[src/rtl/seven_seg_pkg.sv]
// seven_seg_pkg: digit-code constants and scan FSM states shared by the
// seven-segment display blocks.
package seven_seg_pkg;

    localparam logic [3:0] DIG_MINUS = 4'd10;
    localparam logic [3:0] DIG_BLANK = 4'd11;

    typedef enum logic [1:0] {S_OFF, S_ON, S_BLANK} state_e;

endpackage

[src/rtl/seven_seg_decoder.sv]
// seven_seg_decoder: digit code to {a..g} segment pattern.
// Codes 0..9 are digits, 10 lights only 'g' (minus), 11..15 are blank.
module seven_seg_decoder #(
    parameter int ACTIVE_LOW = 1
) (
    input  logic [3:0] code_i,
    output logic [6:0] seg_o
);

    logic [6:0] seg_hi;

    always_comb begin
        case (code_i)
            4'd0:    seg_hi = 7'b1111110;
            4'd1:    seg_hi = 7'b0110000;
            4'd2:    seg_hi = 7'b1101101;
            4'd3:    seg_hi = 7'b1111001;
            4'd4:    seg_hi = 7'b0110011;
            4'd5:    seg_hi = 7'b1011011;
            4'd6:    seg_hi = 7'b1011111;
            4'd7:    seg_hi = 7'b1110000;
            4'd8:    seg_hi = 7'b1111111;
            4'd9:    seg_hi = 7'b1111011;
            4'd10:   seg_hi = 7'b0000001;
            default: seg_hi = 7'b0000000;
        endcase
    end

    assign seg_o = (ACTIVE_LOW != 0) ? ~seg_hi : seg_hi;

endmodule

[src/rtl/seven_seg_scan_ctrl.sv]
// seven_seg_scan_ctrl: double-buffered multi-digit scan with inter-digit blanking.
// Define SEVEN_SEG_LZ_SUPPRESS_EN to blank leading zeros when a frame is committed.
module seven_seg_scan_ctrl
    import seven_seg_pkg::*;
#(
    parameter int NUM_DIGITS   = 4,
    parameter int REFRESH_DIV  = 50000,
    parameter int BLANK_CYCLES = 16,
    parameter int ACTIVE_LOW   = 1
) (
    input  logic                      clk,
    input  logic                      rst_n,
    input  logic                      enable,
    input  logic                      load,
    input  logic [4*NUM_DIGITS-1:0]   digits_in,
    output logic                      pending_o,
    output logic                      frame_tick,
    output logic [NUM_DIGITS-1:0]     an_out,
    output logic [6:0]                seg_out
);

    localparam int CNT_W = $clog2(REFRESH_DIV);
    localparam int IDX_W = (NUM_DIGITS > 1) ? $clog2(NUM_DIGITS) : 1;
    localparam logic [CNT_W-1:0] ON_LAST   = CNT_W'(REFRESH_DIV - BLANK_CYCLES - 1);
    localparam logic [CNT_W-1:0] SLOT_LAST = CNT_W'(REFRESH_DIV - 1);
    localparam logic [IDX_W-1:0] IDX_LAST  = IDX_W'(NUM_DIGITS - 1);
    localparam logic [NUM_DIGITS-1:0] AN_OFF = (ACTIVE_LOW != 0) ? {NUM_DIGITS{1'b1}} : {NUM_DIGITS{1'b0}};

    typedef logic [NUM_DIGITS-1:0][3:0] frame_t;

    state_e            state_q, state_d;
    logic [IDX_W-1:0]  idx_q, idx_d;
    logic [CNT_W-1:0]  cnt_q, cnt_d;
    frame_t            active_q, active_d, pending_q, pending_d;
    logic              pend_v_q, pend_v_d;
    logic              tick_q, tick_d;
    logic [NUM_DIGITS-1:0] an_q, an_d;
    logic [3:0]        code_q, code_d;
    logic              commit_pt;

    function automatic frame_t lz(input frame_t src);
        frame_t res;
`ifdef SEVEN_SEG_LZ_SUPPRESS_EN
        logic lead;
`endif
        res = src;
`ifdef SEVEN_SEG_LZ_SUPPRESS_EN
        lead = 1'b1;
        for (int i = NUM_DIGITS - 1; i > 0; i--) begin
            lead = lead && (src[i] == 4'd0);
            if (lead) res[i] = DIG_BLANK;
        end
`endif
        return res;
    endfunction

    always_comb begin
        state_d   = state_q;
        idx_d     = idx_q;
        cnt_d     = cnt_q + 1'b1;
        active_d  = active_q;
        pending_d = pending_q;
        pend_v_d  = pend_v_q;
        tick_d    = 1'b0;
        case (state_q)
            S_OFF: begin
                idx_d = '0;
                cnt_d = '0;
                state_d = enable ? S_ON : S_OFF;
            end
            S_ON: state_d = (cnt_q == ON_LAST) ? S_BLANK : S_ON;
            S_BLANK: begin
                if (cnt_q == SLOT_LAST) begin
                    state_d = S_ON;
                    cnt_d   = '0;
                    idx_d   = (idx_q == IDX_LAST) ? '0 : idx_q + 1'b1;
                    tick_d  = (idx_q == IDX_LAST);
                end
            end
            default: state_d = S_OFF;
        endcase
        // Disabling abandons the frame: no tick, hence no commit.
        if (!enable) begin
            state_d = S_OFF;
            idx_d   = '0;
            cnt_d   = '0;
            tick_d  = 1'b0;
        end
        commit_pt = tick_d || (state_q == S_OFF && pend_v_q);
        if (commit_pt && (load || pend_v_q)) begin
            active_d = lz(load ? frame_t'(digits_in) : pending_q);
            pend_v_d = 1'b0;
        end else if (load) begin
            pending_d = frame_t'(digits_in);
            pend_v_d  = 1'b1;
        end
        an_d   = (state_d == S_ON) ? AN_OFF ^ (NUM_DIGITS'(1) << idx_d) : AN_OFF;
        code_d = (state_d == S_ON) ? active_d[idx_d] : DIG_BLANK;
    end

    always_ff @(posedge clk or negedge rst_n) begin
        if (!rst_n) begin
            state_q   <= S_OFF;
            idx_q     <= '0;
            cnt_q     <= '0;
            active_q  <= {NUM_DIGITS{DIG_BLANK}};
            pending_q <= {NUM_DIGITS{DIG_BLANK}};
            pend_v_q  <= 1'b0;
            tick_q    <= 1'b0;
            an_q      <= AN_OFF;
            code_q    <= DIG_BLANK;
        end else begin
            state_q   <= state_d;
            idx_q     <= idx_d;
            cnt_q     <= cnt_d;
            active_q  <= active_d;
            pending_q <= pending_d;
            pend_v_q  <= pend_v_d;
            tick_q    <= tick_d;
            an_q      <= an_d;
            code_q    <= code_d;
        end
    end

    seven_seg_decoder #(.ACTIVE_LOW(ACTIVE_LOW)) u_dec (
        .code_i(code_q),
        .seg_o (seg_out)
    );

    assign an_out     = an_q;
    assign pending_o  = pend_v_q;
    assign frame_tick = tick_q;

endmodule

[config.mk]
export PLATFORM = sky130hd
export DESIGN_NAME = seven_seg_scan_ctrl
export DESIGN_NICKNAME = d
export VERILOG_FILES = /design/src/rtl/seven_seg_pkg.sv /design/src/rtl/seven_seg_decoder.sv /design/src/rtl/seven_seg_scan_ctrl.sv
export SDC_FILE = /design/constraint.sdc
export NUM_CORES = 1
export LEC_CHECK = 0
export CAP_MARGIN = 10
export CORE_ASPECT_RATIO = 1.75
export CORE_MARGIN = 3
export CORE_UTILIZATION = 35
export DETAILED_ROUTE_END_ITERATION = 12
export DONT_BUFFER_PORTS = 1
export RECOVER_POWER = 50
export SLEW_MARGIN = 20
export SYNTH_ARGS = -nofsm -noshare
export SYNTH_HDL_FRONTEND = slang
export SYNTH_SLANG_ARGS = --single-unit
[constraint.sdc]
create_clock -name clk -period 2.5 [get_ports clk]
set_input_delay 0.375 -clock clk [delete_from_list [all_inputs] [get_ports clk]]
set_output_delay 0.375 -clock clk [all_outputs]
set_load 0.005 [all_outputs]
# After elaboration in Yosys (flattened, before gate mapping)
# Memories as Yosys holds them, arrays and structs flattened.
# Cells that the tools add are included.
# word_totals
regBits	62
rom_bits	112
latch_bits	0
out_inout_bits	13
mem_bits_rw	0
elab_cells	56
mem_count	1
# mem_list
name	depth	word_bits	rd	rd_ports_with_merged_regs	write_ports	line	rtl
(name not given)	16	7	1	0	0	seven_seg_decoder.sv:13	case (code_i)
# classes
add_sub_neg	2
reduce_logical	6
shift	1
multipliers	0
eq_ne	6
n_mux	22
order_cmp	1
div_mod_pow	0
bitwise_logic	2
# op_table
cell	n
$mux 16	4
$eq 16x16->1 const B	2
$pmux 16 s2	1
$add 16x1->16 const B	1
$mux 2	6
$mux 4	3
$bmux 4 s2	1
$not 7->7	1
$pmux 2 s3	1
$mux 1	5
$eq 2x1->1 const B	2
$eq 2x2->1 const B	2
$not 4->4	1
$pmux 2 s2	1
$shl 1x2->4 const A	1
$lt 2x3->1 const B	1
$add 2x1->2 const B	1
$logic_and 1x1->1	2
$logic_not 2->1	1
$logic_or 1x1->1	2
$reduce_bool 2->1	1

# Logic depth before layout (Yosys ltp)
# Gate-level depths: netlist (run 1).
# logic_depth
word_depth	10
depth_mapped	9
mapped_depth_nobuf	8

# Hierarchy
# From an unflattened synthesis (run 1), not the netlist that was laid out.
# unflattened
cells_unflattened	316
area_unflattened_um2	3250.6
# by_module_without_submodules
mod	area_each_um2	cells_per_inst	seq_area_each_um2	instances
seven_seg_scan_ctrl	3060.4	287	1590.3	1
seven_seg_decoder	190.2	29	0.0	1

# Worst setup path before layout (run 1)
# No wires, ideal clock.
# synth_timing
path_kind	reg2reg
start	register cnt_q[10]
end	register pending_q[2] in the netlist's numbering
arrival_ps	2533
path_stages_with_launch	10
setup_ps	125
required_ps	2375
path_buffers	3
path_slack_ps	-158
period_less_slack_ps	2658
cell_sequence	dfrtp_1 -> or3_1 -> or4_1 -> buf_2 -> or2_1 -> buf_6 -> o21a_4 -> o21ai_4 -> buf_12 -> mux2_4
# synth_via
elab_chain_len	6
# synth_rtl
item	line	rtl
start: declaration	seven_seg_scan_ctrl.sv:33	logic [CNT_W-1:0] cnt_q, cnt_d;
start signal: assignment	seven_seg_scan_ctrl.sv:115	cnt_q <= cnt_d;
$eq 16x16->1	seven_seg_scan_ctrl.sv:73	if (cnt_q == SLOT_LAST) begin
$mux 1	seven_seg_scan_ctrl.sv:73	
$mux 1	seven_seg_scan_ctrl.sv:65	case (state_q)
$mux 1	seven_seg_scan_ctrl.sv:83	if (!enable) begin
$logic_or 1x1->1	seven_seg_scan_ctrl.sv:89	commit_pt = tick_d || (state_q == S_OFF && pend_v_q);
$logic_and 1x1->1	seven_seg_scan_ctrl.sv:90	if (commit_pt && (load || pend_v_q)) begin
end signal: assignment	seven_seg_scan_ctrl.sv:107	pending_q <= {NUM_DIGITS{DIG_BLANK}};
end signal: assignment	seven_seg_scan_ctrl.sv:117	pending_q <= pending_d;
end: declaration	seven_seg_scan_ctrl.sv:34	frame_t active_q, active_d, pending_q, pending_d;
# No other way between the ends.
# A chain may end at the register's enable or synchronous reset.

# Worst setup path after layout (run 1)
# layout_timing
start	register cnt_q[10]
end	register pending_q[14] in the netlist's numbering
# The elaborated chain is that of the path after synthesis.

==> results.txt, run 1 <==
FP Rows: 45
Hold_sp: enable
Gpl congestion: 0.762
Setup Crit Path Kind: reg2reg
Status: finished with violations
Sink Count: 62
Max_slew headroom: -1.65%
DR vias: 2,197
First-pass GRT wire length: 11,600 um
Final period util: 101%
Fin area: 0.00389 mm^2
Vias per cell: 5.05
Area leader, netlist: dfstp_2
Layout cells sized above 1: 34.3%
Post-synth top area share: 25.1%
IO Pins: 33
Post-DP HPWL: 4700 um
CTS tree: yes
Unrepaired setup endpoints after global routing: true
Power, Total: 2.88 mW
CTS clock-pin slew for the worst setup and hold paths: 50 ps
Post-Synthesis Cells: 287
Worst skew pair latency: 330 ps
Initial core utilization: 36.6%
Place WS: -98.2 ps
Comb pwr share: 14.5%
Flip-flop and latch count after synthesis: 62
WL/cell: 15.7 um
Mapped Nets: 315
Post-synth cell types: 49
DP Area: 0.00348 mm^2
MaxCap Viol Count: 1
DIE WIDTH: 78.7 um
Sequential share of power: 44.1%
CP max-delay cell: or4_4
Worst slew pin tran: 1520 ps
Fraction of registers with async set/reset: 100%
Yosys warns: 0
Most area-consuming cells after synthesis: dfstp_2 25%, dfrtp_1 24%, mux2_2 5.9%, mux2i_1 5.9%, nor2_1 5.0%
First drt pass iteration count: 4
CTS Buf Count: 9
Post-route setup TNS: -136 ps
Clk pwr share: 41.4%
Residual DRC: 0
Finish-stage setup viols: 7
Total Wirelength: 6850 um
I/O Buffers: 0
Syn Area/Cell: 11.3 um^2
Antenna violations before repair: 0
Slowest stage delay, CP: 420 ps
Hold slack: 168 ps
Largest net degree at the start of global routing: 63
EDFF count, synth: 0
Mapped Area: 0.00324 mm^2
Max-slew violations: 63
Number of global-route vias before repair: 2,283
CP Data Arrival Time: 2750 ps
Leakage: 1.72 nW
Worst path cell trace: or3_1 > or4_4 > or2_1 > o21a_4 > o21ai_4 > buf_12 > mux2_2
Post-route ant nets: 0
Fin worst setup slack: -35.9 ps
Seq/Total Area, Yosys: 49.1%
Max Buffers Root-to-Sink: 2
Synthesis-to-finish area growth: 20.1%
Failing checks: max-capacitance violations, max-slew violations, negative setup slack
ANT cells: 0
Sw power: 0.689 mW
Most frequent cells after synthesis: 43 x nor2_1, 31 x dfrtp_1, 31 x dfstp_2, 19 x a21oi_1, 19 x mux2i_1
Top-count cell post-synth: nor2_1
Critical path data required time: 2710 ps
Final hold vios: 0
Clock root cell: clkbuf_16
Pwr dens: 741 mW/mm^2
Crit end category: flip-flop
Cell internal pwr: 2.19 mW
Final #Nets: 341
Worst Reg-to-Reg Cells: 7
Switching share of power: 23.9%
CP Launch Type: flip-flop
Core Area: 0.00884 mm^2
Maximum clock rate: 0.394 GHz
Total Routing Usage GR: 14.4%
Worst reg2reg endpoint: pending_q[14]
Vert. Die Dim: 133 um
Final clock skew: 5.54 ps
Setup slack, reg-to-reg: -40 ps
Peak VDD IR: 0.373 mV
Hold depth: 1
Hold/Removal Path Class: in2reg
Die area: 0.0105 mm^2
Detailed Route Iter0 Violations: 108
Hold endpoint: state_q[1]
Fin crit period: 2540 ps
H-tree lvl count: 3
Dominant synthesized flop cell: dfstp_2
Reg-to-Reg Start: cnt_q[10]
Worst-path maximum fanout: 11
Global-route congestion overflow total: 0
==> metal layers <==
| metal | track usage (%) | routed length (um) | up-vias | part of all wire (%) |
|---|---|---|---|---|
| met5 | 0 | 0 | - | 0 |
| met3 | 5.62 | 351 | 12 | 5.1 |
| met2 | 24.5 | 3660 | 38 | 53 |
| li1 | - | - | 1062 | - |
| met1 | 15.6 | 2680 | 1085 | 39 |
| met4 | 6.32 | 166 | 0 | 2.4 |
==> worst max path at each step <==
| stage | start | endpoint | slack, ps | cells past startpoint |
|---|---|---|---|---|
| after floorplan | cnt_q[10] | pending_q[2] | -160 | 9 |
| after global placement | cnt_q[10] | code_q[2] | -40 | 8 |
| after detailed placement | cnt_q[10] | code_q[2] | -100 | 8 |
| after CTS | cnt_q[10] | code_q[2] | -30 | 8 |
| after global routing | cnt_q[10] | code_q[0] | -150 | 8 |
| final | cnt_q[10] | pending_q[14] | -40 | 7 |
==> placed cells by master (no fill, tap or decap), types with 6 or more instances in the layout <==
| cell type | count |
|---|---|
| xor2_1 | 6 |
| mux2_4 | 11 |
| clkbuf_16 | 10 |
| dfrtp_1 | 30 |
| dfstp_2 | 31 |
| nand2_1 | 13 |
| mux2_2 | 17 |
| nor2_1 | 43 |
| mux2i_1 | 19 |
| nand3_1 | 10 |
| buf_4 | 21 |
| inv_1 | 7 |
| a21oi_1 | 19 |
| xnor2_1 | 7 |
| ha_1 | 8 |
==> state kept, by name, indices dropped and copies added, names as in the netlist <==
signal      cells
active_q       16
cnt_q          16
pending_q      16
an_out          4
code_q          4
idx_q           2
state_q         2
frame_tick      1
pending_o       1
==> cells by family after synthesis <==
kind of cell / Yosys count / synth area share [%]
multiplexers: 47 / 17.1
AND/OR/NAND/NOR: 91 / 13.2
buffers and inverters: 20 / 3.40
XOR/XNOR: 13 / 3.51
flip-flops: 62 / 49.1
AO/OA/AOI/OAI: 46 / 10.5
adder cells (fa/ha/maj): 8 / 3.09
==> worst max-delay path: cells and delay by family, from the launching register on <==
family          cells  cell delay [ps]
mux                 1              340
flops               1              370
simple gates        3             1110
buf+inv             1              180
compound gates      2              430
==> timing repair <==
| action | in CTS | in global routing |
|---|---|---|
| endpoints found under the hold margin | 62 | 0 |
| pin swaps | 2 | 2 |
| setup endpoints to repair | 8 | 22 |
| cloned | 1 | 1 |
| setup buffers | 0 | 4 |
| hold buffers | 2 | 0 |
| gates resized for setup | 4 | 3 |
==> layout make-up <==
class                   count  area (um^2)
flip-flops and latches     62         1590
well taps                 117          146
multi-input cells         206         1590
clock buffers              16          292
inverters                   7         26.3
fillers                   825         4950
repair buffers             27          249
==> stage by stage <==
stage / utilization, % / instances
floorplan: - / 287
global placement: 39.4 / 411
detailed placement: 39.4 / 411
CTS: 43.4 / 430
global route: 44.0 / 435
finish: 44.0 / 435
==> power groups by stage <==
stage / Combinational, mW / Sequential, mW / Clock [mW]
2_1_floorplan: 0.328 / 1.26 / 0
3_3_place_gp: 0.378 / 1.28 / 0
3_5_place_dp: 0.386 / 1.29 / 0
4_1_cts: 0.416 / 1.27 / 1.22
5_1_grt: 0.469 / 1.29 / 1.27
6_report: 0.418 / 1.27 / 1.19
No activity file was read; power rests on OpenSTA's default activity.
==> run 2, diff against run 1 <==
--- a/config.mk
+++ b/config.mk
@@ -5,7 +5,6 @@
 export SDC_FILE = /design/constraint.sdc
 export NUM_CORES = 1
 export LEC_CHECK = 0
-export CAP_MARGIN = 10
 export CORE_ASPECT_RATIO = 1.75
 export CORE_MARGIN = 3
 export CORE_UTILIZATION = 35
==> results of run 2 <==
No change in the layout: final DEF, timing and power equal those of run 1.
==> patch 1, RTL diff (settings of run 1) <==
The option `SEVEN_SEG_LZ_SUPPRESS_EN` is turned on by a define.
--- a/src/rtl/seven_seg_scan_ctrl.sv
+++ b/src/rtl/seven_seg_scan_ctrl.sv
@@ -1,5 +1,7 @@
 // seven_seg_scan_ctrl: double-buffered multi-digit scan with inter-digit blanking.
 // Define SEVEN_SEG_LZ_SUPPRESS_EN to blank leading zeros when a frame is committed.
+`define SEVEN_SEG_LZ_SUPPRESS_EN
+
 module seven_seg_scan_ctrl
     import seven_seg_pkg::*;
 #(
Formal check against the unedited RTL: same outputs for any inputs over 10 cycles, from zero or initial values and one cycle with rst_n low; that may be too few to reach the edited logic, so the function may still have changed.
==> patch 1 against run 1 <==
- the run ends with max-capacitance violations, max-slew violations left
- worst setup slack better by 0.12 ns
- count of clock-buffer cells in the layout down 3
- clock skew up 0.0025 ns
- sequential cell count unchanged
- wire length down 1.3%
- synthesized area up 0.81%
- total power up 8.4%
- design area down 1.2%
- highest routed layer unchanged
==> patch 1: results (changes against run 1) <==
Final layout
  – Nets: 344 (+0.88%)
  – Fill count: 923 (+12%)
  – Layout inverter count without the clock tree: 24 (+17)
  – Clock buffer cells: 13 (-3)
  – Fraction of area in multi-input gates: 40.1% (-0.62 points)
  – Multi-input gate area: 1540 um^2 (-2.7%)
  – ClkCell Share: 8.72% (+1.2 points)
  – Comb_multi_in: 202 (-1.9%)
  – Layout cells sized above 1: 32.7% (-1.6 points)
  – Layout non-clock buf frac: 3.52% (-2.9 points)

Placement
  – DP HPWL: 4910 um (+4.4%)
  – DP Area: 3460 um^2 (-0.58%)
  – Placer congestion estimate: 0.791 (+3.8%)

Yosys
  – Synth unique cells: 48 (-2.0%)
  – Multiplexer area fraction after synthesis: 18.4% (+1.3 points)
  – Adder-cell share of the synthesized area: 3.07% (-0.025 points)
  – Synth Net Count: 326 (+3.5%)
  – Post-synthesis sequential area ratio: 48.7% (-0.39 points)
  – Main area contributors after synthesis: dfstp_2, dfrtp_1, mux2_2, mux2i_1, ha_1

Global routing
  – First-pass GRT wire length: 11300 um (-2.6%)
  – GR Util met2: 25.8% (+1.3 points)
  – Tot GR Track Use: 14.2% (-0.21 points)
  – GR Util met3: 4.57% (-1.0 points)

Power and ir drop
  – Logic pwr share: 14.8% (+0.3 points)
  – Leak: 1.75 nW (+1.7%)
  – Power in the clock group: 1.37 mW (+15%)
  – Comb power: 463 uW (+11%)
  – Int Power: 2.40 mW (+9.2%)

Clock network
  – Cts repair resizes: 0 (-4)

Job
  – # Max-Cap Violations: 1 (unchanged)

Route
  – Routed WL: 6760 um (-1.3%)
  – Met2 wire len: 3900 um (+6.6%)
  – Routed vias/inst: 4.93 (-2.3%)
  – Metal3 WL: 291 um (-17%)

Timing
  – Fin. max-slew vios: 63 (unchanged)
  – Setup Skew: 0.00800 ns (+0.00246 ns)

Setup path
  – Crit Path Max Fanout: 10 (-1)
  – Worst R2R Setup Slack: 0.08 ns (+0.12 ns)
  – Critical Path AT: 2.66 ns (-0.09 ns)

Outcome
  – Failing checks: max-capacitance violations, max-slew violations
  – Status: finished with violations
==> patch 1: changes by cell type after synthesis, sizes merged, moves of 6 or more <==
cell	delta
a21oi	-12
inv	+16
nand2	+7
nor2	-16
nor3	+6
==> patch 1: final timing paths <==
kind / to / cells past startpoint
worst max-delay path: code_q[1]$_DFF_PN1_ / 8
worst min-delay path: idx_q[0]$_DFF_PN0_ / 1
worst max register to register: code_q[1]$_DFF_PN1_ / 8
worst min register to register: cnt_q[0]$_DFF_PN0_ / 1
max in group asynchronous: pending_q[10]$_DFFE_PN0P_ / 2
min in group asynchronous: state_q[0]$_DFF_PN0_ / 2
==> patch 1: per-stage QoR <==
step | utilization [%] | setup WS, ns | hold slack (ns) | std cells
CTS | 42.2 | 0.0618 | 0.169 | 439
global route | 42.3 | 0.0113 | 0.171 | 441
global placement | 38.1 | 0.152 | 0.0821 | 421
finish | 42.3 | 0.0832 | 0.180 | 441
floorplan | - | 0.0198 | 0.0794 | 298
detailed placement | 38.1 | 0.0857 | 0.0823 | 421
==> patch 2, RTL diff (config.mk and constraints of run 1) <==
Without the edit above. Make the reset (`rst_n`) synchronous in one clocked block.
--- a/src/rtl/seven_seg_scan_ctrl.sv
+++ b/src/rtl/seven_seg_scan_ctrl.sv
@@ -98,7 +98,7 @@
         code_d = (state_d == S_ON) ? active_d[idx_d] : DIG_BLANK;
     end
 
-    always_ff @(posedge clk or negedge rst_n) begin
+    always_ff @(posedge clk) begin
         if (!rst_n) begin
             state_q   <= S_OFF;
             idx_q     <= '0;
Check against the original RTL: differs if rst_n is asserted again (counterexample within 4 cycles, from zero or initial values and one cycle with rst_n low); with rst_n held inactive, the same outputs for 10 cycles.
==> patch 2 against run 1 <==
- the flow finishes with violations (negative setup slack)
- design area grew 17%
- combinational power shrank 29%
- wire length grew 17%
- synthesized cell count grew 23%
- worst hold slack lost 0.051 ns
- synthesized area shrank 3.0%
- sequential cell count grew 3
- sequential power shrank 13%
- final cell count grew 25%
- total power shrank 0.30%
- utilization grew 8.0 points
- worst setup slack lost 0.32 ns
- largest cell class is now multi-input combinational cells
- largest power group is now clock
==> patch 2: results (changes against run 1) <==
Route
  – Routed vias/inst: 5.03 (-0.45%)
  – Routed WL: 8010 um (+17%)

Setup path
  – CP delay by family, top: compound AO/OA/AOI/OAI gates
  – Reg2reg path depth: 13 (+6)
  – CP max-delay cell: nor4_4
  – Setup crit end: u_dec.seg_hi[5]$_DFF_P_
  – Critical Path AT: 3.12 ns (+0.37 ns)
  – Crit Path Max Fanout: 8 (-3)
  – Slowest stage delay, CP: 0.33 ns (-0.09 ns)

Clock network
  – Clock sinks: 65 (+4.8%)
  – Post-CTS Setup Repair Bufs: 10 (+10)

Power and ir drop
  – Int Power: 2.25 mW (+2.4%)
  – Leak: 1.77 nW (+2.8%)
  – Max rail drop VDD: 0.633 mV (+70%)

Timing
  – Slew @ Worst Pin: 0.502 ns (-1.02 ns)
  – TNS Setup: -2.08 ns (-1.95 ns)
  – Worst setup margin: -0.351 ns (-0.316 ns)
  – # setup viols final: 7 (unchanged)
  – Min Hold Slack: 0.116 ns (-0.0515 ns)

Final layout
  – ClkCell Share: 7.81% (+0.31 points)
  – Layout inverter count without the clock tree: 16 (+9)
  – Buffers excl. clock: 76 (+180%)
  – Layout cells sized above 1: 36.0% (+1.7 points)
  – P&R area growth vs syn: 44.4%
  – Sequential share of cell area: 28.8% (-12 points)
  – Layout non-clock buf frac: 13.7% (+7.3 points)
  – Fraction of area in multi-input gates: 45.2% (+4.4 points)
  – Nets: 448 (+31%)
  – Fill count: 762 (-7.6%)
  – Comb_multi_in: 252 (+22%)
  – Clock buffer cells: 10 (-6)

Yosys
  – Post-synthesis sequential area ratio: 41.4% (-7.7 points)
  – Main area contributors after synthesis: dfxtp_1, mux2i_1, nand2_1, mux2_2, nand3_1
  – Primary FF master, synth: dfxtp_1
  – Gate Count Post-Synth: 354 (+23%)
  – Synth top cells by count: dfxtp_1, nand2_1, mux2i_1

Global routing
  – GR Util met2: 29.8% (+5.3 points)
  – Tot GR Track Use: 15.9% (+1.5 points)

Placement
  – Placer congestion estimate: 0.808 (+6.0%)
  – Post-place setup slack: -0.525 ns (-0.426 ns)
  – Placed cell count: 506 (+23%)
  – DP Area: 3710 um^2 (+6.6%)

Outcome
  – Failing checks: negative setup slack
  – Status: finished with violations
[patch 2: cell count changes after synthesis, moves of 12 or more]
cell | run 1 | this run
a21oi_1 | 19 | 7
dfrtp_1 | 31 | 0
dfstp_2 | 31 | 0
nand2_1 | 13 | 62
dfxtp_1 | 0 | 65
nor2_1 | 43 | 20
[patch 2: per-layer routing]
| layer | up-vias | part of all wire [%] |
|---|---|---|
| met2 | 48 | 55 |
| li1 | 1360 | - |
| met1 | 1296 | 37 |
| met3 | 21 | 4.4 |
| met5 | - | 0 |
| met4 | 0 | 3.1 |
[patch 2: kinds of logic (layout without fill, tap and decap cells)]
kind of cell	after synthesis	after routing	synth area share, %
AO/OA/AOI/OAI	44	44	10.4
multiplexers	38	38	13.0
flip-flops	65	65	41.4
XOR/XNOR	14	14	3.90
AND/OR/NAND/NOR	148	148	23.0
buffers and inverters	37	108	5.02
adder cells (fa/ha/maj)	8	8	3.19
